**src/rtl/fifo_wr_arbiter.sv**
```systemverilog
// Round-robin arbiter sharing one FIFO write port among N burst requesters.
// Define FIFO_ARB_HIPRI_EN to make requester 0 win every IDLE arbitration.
module fifo_wr_arbiter #(
    parameter int N         = 4,
    parameter int B         = 8,
    parameter int MAX_BURST = 16
) (
    input  logic                 clk,
    input  logic                 reset,
    input  logic [N-1:0]         req_valid,
    input  logic [N-1:0]         req_last,
    input  logic [N*B-1:0]       req_data,
    output logic [N-1:0]         req_ready,
    input  logic                 fifo_full,
    output logic                 fifo_wr,
    output logic [B-1:0]         fifo_w_data,
    output logic                 grant_valid,
    output logic [$clog2(N)-1:0] grant_id
);
    localparam int IDW = $clog2(N);
    localparam int CW  = $clog2(MAX_BURST) + 1;

    typedef enum logic {IDLE, BUSY} state_t;

    state_t         state, state_nx;
    logic [IDW-1:0] rr_ptr, rr_nx, gid_nx, winner, gid_inc;
    logic [CW-1:0]  beat_cnt, cnt_nx;
    logic [IDW:0]   idx;
    logic           found, acc, burst_end;
    logic [B-1:0]   cur_data;

    assign cur_data    = req_data[grant_id*B +: B];
    assign grant_valid = (state == BUSY);
    // Explicit wrap so non-power-of-2 N never lands on an unused index.
    assign gid_inc     = (grant_id == IDW'(N-1)) ? '0 : grant_id + 1'b1;
    assign burst_end   = req_last[grant_id] || (beat_cnt == CW'(MAX_BURST-1));

    always_comb begin
        winner = '0;
        found  = 1'b0;
        idx    = '0;
        for (int k = 0; k < N; k++) begin
            idx = {1'b0, rr_ptr} + (IDW+1)'(k);
            if (idx >= (IDW+1)'(N)) idx = idx - (IDW+1)'(N);
            if (!found && req_valid[idx[IDW-1:0]]) begin
                found  = 1'b1;
                winner = idx[IDW-1:0];
            end
        end
`ifdef FIFO_ARB_HIPRI_EN
        if (req_valid[0]) winner = '0;
`endif
    end

    always_comb begin
        state_nx    = state;
        rr_nx       = rr_ptr;
        gid_nx      = grant_id;
        cnt_nx      = beat_cnt;
        req_ready   = '0;
        acc         = 1'b0;
        fifo_wr     = 1'b0;
        fifo_w_data = '0;
        case (state)
            IDLE: begin
                if (|req_valid) begin
                    state_nx = BUSY;
                    gid_nx   = winner;
                    cnt_nx   = '0;
                end
            end
            BUSY: begin
                req_ready[grant_id] = ~fifo_full;
                acc                 = req_valid[grant_id] & ~fifo_full;
                fifo_wr             = acc;
                if (acc) begin
                    fifo_w_data = cur_data;
                    cnt_nx      = beat_cnt + 1'b1;
                    if (burst_end) begin
                        state_nx = IDLE;
                        rr_nx    = gid_inc;
                        cnt_nx   = '0;
                    end
                end
            end
            default: state_nx = IDLE;
        endcase
    end

    always_ff @(posedge clk) begin
        if (reset) begin
            state    <= IDLE;
            rr_ptr   <= '0;
            grant_id <= '0;
            beat_cnt <= '0;
        end else begin
            state    <= state_nx;
            rr_ptr   <= rr_nx;
            grant_id <= gid_nx;
            beat_cnt <= cnt_nx;
        end
    end
endmodule

```
**config.mk**
```make
export PLATFORM = sky130hd
export DESIGN_NAME = fifo_wr_arbiter
export DESIGN_NICKNAME = d
export VERILOG_FILES = /design/src/rtl/fifo_wr_arbiter.sv
export SDC_FILE = /design/constraint.sdc
export NUM_CORES = 1
export LEC_CHECK = 0
export ABC_AREA = 1
export CAP_MARGIN = 20
export CORE_MARGIN = 4
export CORE_UTILIZATION = 40
export DETAILED_ROUTE_END_ITERATION = 6
export PLACE_DENSITY = 0.81
export RECOVER_POWER = 25
export SETUP_SLACK_MARGIN = 0.1
export SLEW_MARGIN = 15
export SYNTH_ARGS = -nofsm -noshare
export SYNTH_HDL_FRONTEND = slang
export SYNTH_SLANG_ARGS = --single-unit
```
**constraint.sdc**
```tcl
create_clock -name clk -period 1.7 [get_ports clk]
set_input_delay 0.51 -clock clk [delete_from_list [all_inputs] [get_ports clk]]
set_output_delay 0.51 -clock clk [all_outputs]
set_load 0.01 [all_outputs]
```
Word level (Yosys, flattened, before mapping). Index checks and enable logic that the tools add are counted.

Memories: 0. Flip-flop bits (word level): 10. Output and inout port bits: 16. Bits in writable memories: 0. Bits in latches: 0. Bits of input ports: 43. Memory bits (read-only): 0. Logic and storage cells: 82.

Equal/unequal tests: 4. Multiplexer cells: 38. Shifts and indexed selects: 1. Order comparisons: 10. Divide/modulo/power cells: 0. Add/subtract/negate cells: 9. $mul: 0. Bitwise operators: 4. Reductions and logical operators: 12.

Operator list (count): $shiftx 32x6->8 (1); $mux 2 (9); $mux 8 (2); $lt 2x3->1 const B (5); $mux 5 (3); $mux 1 (14); $bmux 1 s2 (6); $pmux 5 s2 (1); $ge 3x3->1 const B (3); $sub 2x1->2 const B (4); $add 2x2->3 const B (2); $add 5x1->5 const B (1); $eq 5x4->1 const B (1); $and 4x4->4 (1); $logic_and 1x1->1 (4); $mux 4 (1); $reduce_and 2->1 (2); $reduce_or 4->1 (1); $add 2x1->3 const B (1); $ge 2x3->1 const B (1); $logic_not 1->1 (3); $reduce_and 3->1 (1); $add 2x1->2 const B (1); $demux 1 s2 (1); 8 further kinds (9).

Depth between registers and ports, before layout.
Depth in word-level cells: 14. Depth in mapped cells: 11. Depth with buffers taken out: 11.

Worst setup path before layout. No wires, ideal clock.

Path kind: register to output. Start point: reg grant_id[0]. End point: out fifo_w_data[4]. Setup slack: -0.097 ns. Path buffers: 2. Cell stages (with the launch flop): 7. Data arrival time: 1.287 ns. Data required time: 1.190 ns. Cells stage by stage: dfxtp_1 > buf_4 > buf_2 > nor2_1 > nor2_1 > o21ai_0 > a21oi_1.

Cells in the longest elaborated chain, start to end: 5.

Ends and longest elaborated chain: start: declaration (RTL line 18) `output logic [$clog2(N)-1:0] grant_id`; start signal: assignment (RTL line 99) `grant_id <= gid_nx;`; branches (longest 3 deep; another with $shiftx 32x6->8); $mux 8 * (RTL line 76) `if (acc) begin`; $mux 8 * (RTL line 64) `case (state)`; end: declaration (RTL line 16) `output logic [B-1:0] fifo_w_data,`.

Mark *: on every way between the ends. The select of a mux whose other input is x is not followed.

Worst setup path in the final report.
Start point: reg grant_id[1]. End point: out fifo_w_data[6].

Same word-level chain as after synthesis.

==> out/results.ini <==
[timing]
setup_viol=13
slew_violations=0
maxSlewHeadroom_pct=82.0
tightest_slew_ns=0.270
layout_setup_ws_ns=-0.194
rsz0062_at_grt=yes
hold_violations=0
skew_ns=0.00164
layout_worst_path_cycle_share_pct=111
period_minus_slack_ns=1.89
max_freq_ghz=0.528
tns_ns=-1.78
holdWs_ns=0.475

[worst_setup_path]
endpoint_kind=output pin
r2r_setup_slack_ns=0.03
critPathKind=reg -> out
cp.required_ns=1.19
critPathMaxFanout=6
arrival_ns=1.38
cp-start-kind=flop

[power]
p_total_uw=1080
netSwitchingFraction_pct=38.5
power_switching_uw=414
power_density_nw_per_um2=533
p_comb_share_pct=59.6
intPower_uw=662
p_leak_uw=0.00102
seqPwrFrac_pct=25.8
p_clk_share_pct=14.6
vdd_drop_max_mv=0.646

[placed_design]
dp_hpwl_um=2910
gp_congestion=0.844
postPlaceCellArea_um2=1910
io_buffers=58

[grt]
antenna_found_initial=0
grt_pass1_wl_um=5820
globalRoute.totalOverflow=0
grt_util_all_layers_pct=20.1
grt_max_degree=23
grt_pass1_vias=1348

[final_layout]
final_util_pct=73.9
n_antenna_cell=0
area_growth_pct=78.3
design_area_um2=2020
multi_input_area_um2=871
layout.nets=345
drive_above_1_share_pct=28.2
regArea_um2=208
fill_cells=220

[status]
status=finished with violations
violations=setup timing

[logic_synthesis]
ys_warn_count=0
syn_area_per_cell_um2=5.42
ys_seq_area_share_pct=17.7
synth.distinct_cells=23
syn_nets=258
synthCells=209
ys_ff_latch=10
synth_area_um2=1130

[clock_tree]
clock_path_buffers=2
cts_root_buf=clkbuf_4
clock-sinks=10
tritoncts=built
htreeDepth=1
cts.clk_slew.worst_paths_ns=0.06
clkLatencyLatePin_ns=0.27
numCtsBuffers=3

[detailed_routing]
drt-total-wl_um=3890
ant_nets=0
wire_per_inst_um=12.0
drc_errors=0
vias=1595
via_per_inst=4.91
drtIter0Drc=38
drt_pass1_iterations=4

[floorplanning]
rows=19
die_w_um=61.2
core-area_um2=2730
dieArea_um2=3750
pin_count=59
die_h_um=61.2
initial_core_util_pct=41.5

[job]
cap_violations=0

[worst_hold_path]
hp-class=reg -> reg

[cell type report]
class                      count  share of cell area [%]
sequential                    10                    10.3
tap                           31                    1.92
multi-input combinational    169                    43.1
timing repair buffer          88                    38.5
timing repair inverter         1                   0.310
clock buffer                   3                    1.11
inverter                      23                    4.77
[what timing repair did]
| item | 4_1_cts | 5_1_grt |
|---|---|---|
| setup buffers | 2 | 1 |
| resized for setup | 136 | 10 |
| gates cloned | 2 | 0 |
| hold buffers | 0 | 0 |
| endpoints found under the setup margin | 26 | 22 |
| pin swaps | 40 | 4 |
[cells by family after synthesis]
| family | Yosys count | synth area share [%] |
|---|---|---|
| AOI/OAI and AO/OA | 40 | 19.0 |
| DFF | 10 | 17.7 |
| and+or+nand+nor | 122 | 44.0 |
| buffers and inverters | 30 | 11.9 |
| xor gates and xnor gates | 1 | 0.773 |
| adders and majority gates | 6 | 6.62 |
[per-layer routing]
layer  vias up  GRT usage (%)  wire [um]
met5         -              0          0
met4         0           4.64         32
met3         5           6.92        532
met2        60           35.8       1760
met1       693           23.0       1560
li1        837              -          -
[cell usage after synthesis (all sizes together)]
master,count,share of area (%)
nor2,56,19
nand2,49,17
inv,23,7.6
o21ai,23,10
a21oi,15,7.6
nand3,15,7.5
dfxtp,10,18
buf,6,4.0
ha,6,6.6
a31oi,1,0.55
clkbuf,1,0.33
nand3b,1,0.66
nor3,1,0.44
o211ai,1,0.66
xor2,1,0.77
[cells in the final DEF (no fill, tap or decap), types with 2 or more instances in the layout]
cell type	netlist	final
nand2_2	2	2
inv_4	0	2
clkbuf_4	0	3
buf_2	3	15
buf_4	1	23
inv_1	20	17
dfxtp_4	0	2
nor2_2	1	5
o21ai_1	2	18
dfxtp_1	10	8
buf_12	0	3
ha_1	6	6
a21oi_1	14	5
clkdlybuf4s15_1	0	2
inv_2	3	4
a21oi_2	0	9
o21ai_0	21	4
nor2_1	55	50
clkdlybuf4s50_1	0	21
nand3_1	13	12
nand3_2	2	3
dlygate4sd2_1	0	18
buf_6	2	4
nand2_1	47	46
[registers in the layout, summed over array words and instances (netlist names)]
signal and flops:
grant_id 2, rr_ptr 2, grant_valid 1, beat_cnt 5
[metrics by stage]
stage	std cells	setup slack (ns)
finish	325	-0.194
global route	325	-0.259
CTS	324	-0.210
detailed placement	317	-0.976
global placement	317	-0.967
floorplan	209	0.0273
[power groups by stage]
stage	Clock [uW]	Sequential, uW	Combinational [uW]
3_5_place_dp	0	279	571
4_1_cts	164	276	622
3_3_place_gp	0	279	563
6_report	157	277	642
5_1_grt	175	280	709
2_1_floorplan	0	280	290
[final timing paths]
| kind | startpoint | to | depth (start not counted) |
|---|---|---|---|
| hold / removal | beat_cnt[4] | beat_cnt[4] | 2 |
| setup / recovery | grant_id[1] | fifo_w_data[6] | 6 |
| setup reg to reg | grant_id[0] | grant_valid | 10 |
| hold reg to reg | beat_cnt[4] | beat_cnt[4] | 2 |
[critical path: stages, from the launching register on]
cell	delay [ns]
dfxtp_4	0.37
buf_4	0.17
buf_4	0.17
nor2_1	0.09
o21ai_1	0.08
a21oi_2	0.11
buf_2	0.13
No activity file was read; power rests on OpenSTA's default activity.
